**src/rtl/demux1_4_buf.sv**
```systemverilog
// Buffered 1:4 demux: one producer word per cycle steered by sel into one of
// four single-entry lane buffers, each drained by its own ack.

module demux1_4_buf_lane #(
  parameter int WIDTH = 8
) (
  input  logic             clk_i,
  input  logic             reset_i,
  input  logic             load_i,
  input  logic [WIDTH-1:0] data_i,
  input  logic             ack_i,
  output logic [WIDTH-1:0] data_o,
  output logic             valid_o
);
  logic [WIDTH-1:0] data_q, data_d;
  logic             valid_q, valid_d;

  // A load wins over an ack so a full lane can be refilled in the cycle it drains.
  always_comb begin
    data_d  = data_q;
    valid_d = valid_q;
    if (load_i) begin
      data_d  = data_i;
      valid_d = 1'b1;
    end else if (ack_i && valid_q) begin
      valid_d = 1'b0;
    end
  end

  always_ff @(posedge clk_i) begin
    if (reset_i) begin
      data_q  <= '0;
      valid_q <= 1'b0;
    end else begin
      data_q  <= data_d;
      valid_q <= valid_d;
    end
  end

  assign data_o  = data_q;
  assign valid_o = valid_q;
endmodule

module demux1_4_buf #(
  parameter int WIDTH = 8
) (
  input  logic                      clk_i,
  input  logic                      reset_i,
  input  logic [WIDTH-1:0]          in_i,
  input  logic [1:0]                sel_i,
  input  logic                      in_valid_i,
  output logic                      in_ready_o,
  output logic [3:0][WIDTH-1:0]     out_data_o,
  output logic [3:0]                out_valid_o,
  input  logic [3:0]                out_ack_i,
  output logic [7:0]                accept_count_o
);
  localparam int NUM_LANES = 4;

  logic                 accept;
  logic [NUM_LANES-1:0] load;
  logic [7:0]           cnt_q, cnt_d;

  // Readiness looks only at the addressed lane; other full lanes never stall.
  assign in_ready_o = ~reset_i & (~out_valid_o[sel_i] | out_ack_i[sel_i]);
  // Gating by in_valid keeps an undriven sel out of the lane state.
  assign accept     = in_valid_i & in_ready_o;

  for (genvar i = 0; i < NUM_LANES; i++) begin : g_lane
    assign load[i] = accept & (sel_i == 2'(i));
    demux1_4_buf_lane #(.WIDTH(WIDTH)) u_lane (
      .clk_i   (clk_i),
      .reset_i (reset_i),
      .load_i  (load[i]),
      .data_i  (in_i),
      .ack_i   (out_ack_i[i]),
      .data_o  (out_data_o[i]),
      .valid_o (out_valid_o[i])
    );
  end

  always_comb begin
    cnt_d = cnt_q;
    if (accept && cnt_q != 8'hFF) cnt_d = cnt_q + 8'd1;
  end

  always_ff @(posedge clk_i) begin
    if (reset_i) cnt_q <= '0;
    else         cnt_q <= cnt_d;
  end

  assign accept_count_o = cnt_q;
endmodule

```
**config.mk**
```make
export PLATFORM = sky130hd
export DESIGN_NAME = demux1_4_buf
export DESIGN_NICKNAME = d
export VERILOG_FILES = /design/src/rtl/demux1_4_buf.sv
export SDC_FILE = /design/constraint.sdc
export NUM_CORES = 1
export LEC_CHECK = 0
export ABC_CLOCK_PERIOD_IN_PS = 2450
export CAP_MARGIN = 20
export CORE_MARGIN = 2
export CORE_UTILIZATION = 24
export CTS_CLUSTER_DIAMETER = 100
export DETAILED_ROUTE_END_ITERATION = 8
export DONT_BUFFER_PORTS = 1
export PLACE_DENSITY = 0.35
export SLEW_MARGIN = 20
export SYNTH_ARGS = -nofsm -noshare
export SYNTH_HDL_FRONTEND = slang
export SYNTH_HIERARCHICAL = 1
export SYNTH_SLANG_ARGS = --single-unit
```
**constraint.sdc**
```tcl
create_clock -name clk_i -period 2.45 [get_ports clk_i]
set_input_delay 0.1225 -clock clk_i [delete_from_list [all_inputs] [get_ports clk_i]]
set_output_delay 0.1225 -clock clk_i [all_outputs]
set_load 0.01 [all_outputs]
```
==> results by stage <==
Status:
- The run finished with clean final reports.

Clocking:
- The maximum root-to-sink buffer count is 2.
- The H-tree depth is 2.
- The number of hold-repair buffers added at the cts stage is 11.
- The total of cells resized after clock tree synthesis is 0.
- The count of buffers added by post-CTS timing repair for setup is 0.
- The root buffer selected by CTS is sky130_fd_sc_hd__clkbuf_8.
- After clock tree synthesis, the clock-pin slew on the worst setup and hold paths is 0.08 ns.
- TritonCTS created 5 clock buffers.
- TritonCTS built the clock tree.
- For the worst-skew pair, the clock arrives at the later sink with an insertion delay of 0.29 ns.
- The number of sinks on the clock net is 44.

Floorplanning:
- The starting utilization of the core area is 25.0%.
- The overall die height is 91.3 um.
- The number of placement rows is 31.
- The top-level I/O count is 62.
- The total core area is 7330 um2.
- The die width is 91.3 um.
- The die area is 8340 um2.

Synth:
- The number of flip-flops and latches in the synthesized netlist is 44.
- The sequential element share of the synthesized area is 48.1%.
- The average footprint of a synthesized cell is 9.69 um2.
- The synthesis warning total is 6.
- The combined area of all synthesized cells is 1830 um2.
- In the synthesized netlist, the number of instances is 189.
- The net count after synthesis is 207.
- In this run, distinct cell masters in the synthesized netlist total 29.

Timing:
- Setup violations remaining at the end of the flow were counted as 0.
- The maximum clock frequency is 484 MHz.
- The count of final hold-check violations is 0.
- Measured against its own limit, the worst slew margin works out to 74.7%.
- For the pin with the worst max-slew slack, the measured transition is 0.374 ns.
- The clock arrives with 0.00432 ns of skew.
- Summed over all failing endpoints, the final setup total negative slack is 0 ns.
- The share of the cycle needed by the critical path after routing is 84.3%.
- Final hold analysis gives a worst-case slack of 0.00890 ns.
- The final number of max-transition violations was 0.
- Setup repair after global routing left no endpoint under its margin.
- The shortest period the worst path allows is 2.07 ns.

Critical path:
- The kind of cell adding the most delay to the critical path is simple AND/OR/NAND/NOR gates.
- The critical path in this run is classified as reg -> reg.
- The worst-case register-to-register setup slack is 0.38 ns.
- The critical path data arrival time is 2.25 ns.
- Of all nets on the critical path, the largest fanout is 5.
- The critical path goes through and4b_2 -> nor4_1 -> nand2_1 -> nor4b_2 -> buf_4 -> mux2i_1 -> nor2_1.
- The biggest cell delay along the critical path is 0.36 ns.
- The number of buffers and inverters on the critical path is 1.
- The data required time of the critical path is 2.63 ns.
- The library cell contributing the largest single delay on the critical path is sky130_fd_sc_hd__dfxtp_1.
- The worst setup path is launched from a flop.
- The type of destination of the critical path is a flop.

Place:
- The placed instance area is 1960 um2.
- Once detailed placement completed, the half-perimeter wirelength came to 3330 um.
- The number of buffers added on ports is 0.
- The number of placed instances, taps included is 285.
- The weighted congestion at the end of routability-driven global placement is 0.758.

Drt:
- The aggregate routed wire length is 4820 um.
- The routed via count is 1,407.
- After detailed routing, the number of remaining DRC violations is 0.
- The first-pass detailed-route iteration total is 4.
- The detailed-route wire length per cell is 15.9 um.
- The DRC violation total after the first TritonRoute iteration is 41.
- The count of nets left with antenna violations once routing finished came out at 0.
- The per-cell via count in the routed design is 4.63.

Job:
- The number of maximum-capacitance violations is 0.

Global routing:
- The wire length of the first global-routing pass is 7730 um.
- The via count of the first global-routing pass is 1,464.
- Entering global routing, the biggest net connects 44 pins.
- The global-route usage over all layers is 11.7%.
- The initial antenna violation count is 0.
- For this run the aggregate overflow at the end of global routing stands at 0.

Power:
- For this design the static power due to leakage is 0.732 nW.
- For this design the ratio of total power to cell area is 587 nW/um2.
- IR analysis of the VDD net gives a maximum drop of 198 uV.

Finish:
- The fraction of final layout cells with drive strength greater than 1 is 10.7%.
- The total non-filler cell area in the finished layout is 2160 um2.
- The area overhead of the layout relative to synthesis is 18.2%.
- In the final design database the tool counted 223 nets.
- The number of antenna cells inserted is 0.
- The most frequent standard cell in the layout excluding fill and tap cells is sky130_fd_sc_hd__dfxtp_1.
- Cells fill 29.5% of the core in the end.
- The layout has 775 filler cells.
- The final standard cell count with taps included and fillers excluded is 304.
- The top cell types in the final layout, fill and taps aside, are sky130_fd_sc_hd__dfxtp_1 (44), sky130_fd_sc_hd__nor2_1 (40), sky130_fd_sc_hd__mux2i_1 (32).

Min path:
- The class of the tightest hold or removal check is in -> reg.
## worst paths after layout
check                               endpoint                     start  cells after the start
setup / recovery  g_lane[2].u_lane/data_o[7]  g_lane[3].u_lane/valid_o                      7
hold / removal    g_lane[0].u_lane/data_o[3]                   in_i[3]                      2
setup reg to reg  g_lane[2].u_lane/data_o[7]  g_lane[3].u_lane/valid_o                      7
hold reg to reg     g_lane[3].u_lane/valid_o  g_lane[3].u_lane/valid_o                      2
## synthesized netlist by cell type, drive strengths merged
master / instances / area share [%]
mux2: 1 / 0.62
and3: 1 / 0.34
o21ai: 6 / 1.6
or4: 1 / 0.62
nand2: 5 / 1.0
buf: 5 / 3.1
nor4: 4 / 1.4
nand2b: 4 / 1.4
clkbuf: 6 / 1.5
nand3: 2 / 0.55
ha: 1 / 0.68
a311oi: 2 / 0.96
and4: 2 / 0.96
a41o: 1 / 0.55
nand4: 2 / 0.68
inv: 7 / 1.4
o2111ai: 1 / 0.48
nor2: 40 / 8.2
o211ai: 1 / 0.41
and4bb: 2 / 1.4
a21oi: 9 / 2.5
nor2b: 1 / 0.34
dfxtp: 44 / 48
mux2i: 32 / 17
nor4b: 3 / 1.4
a31oi: 2 / 0.68
and4b: 1 / 0.62
or3: 3 / 1.0
## where the power goes
part	internal, W	switching (W)	total [W]
registers	0.000730	0.0000215	0.000752
logic	0.0000448	0.0000459	0.0000906
clock network	0.000194	0.000233	0.000427
total	0.000969	0.000300	0.00127
## stage by stage
step | total power [W] | setup WS [ns]
global placement | 0.000825 | 0.377
global route | 0.00133 | 0.199
finish | 0.00127 | 0.385
detailed placement | 0.000827 | 0.375
CTS | 0.00129 | 0.346
floorplan | 0.000821 | 0.282
## cell families (layout without fill, tap and decap cells)
family                   after synthesis  in the layout  synth area share, %
AO/OA/AOI/OAI                         22             22                 7.18
AND/OR/NAND/NOR                       71             71                 19.9
adder cells (fa/ha/maj)                1              1                0.683
flip-flops                            44             44                 48.1
buffers and inverters                 18             34                 6.02
multiplexers                          33             33                 18.1
## cell type report
class	count	area [um2]	area share, %
inverter	7	26.3	1.21
clock inverter	1	5.00	0.231
tap	99	124	5.73
timing repair buffer	20	190	8.79
sequential	44	881	40.7
clock buffer	6	72.6	3.35
multi-input combinational	127	865	40.0
## sequential cells by signal, indices dropped and copies added (netlist names)
name,flops
g_lane.u_lane/data_o,32
g_lane.u_lane/valid_o,4
accept_count_o,8
## metal layers
layer | wire length, um | vias to the layer above | track usage (%)
li1 | - | 686 | -
met1 | 2030 | 661 | 13.9
met2 | 2300 | 54 | 18.8
met3 | 442 | 6 | 5.31
met4 | 56 | 0 | 3.66
met5 | 0 | - | 0
Note: power is estimated with default switching activity, not from simulation.
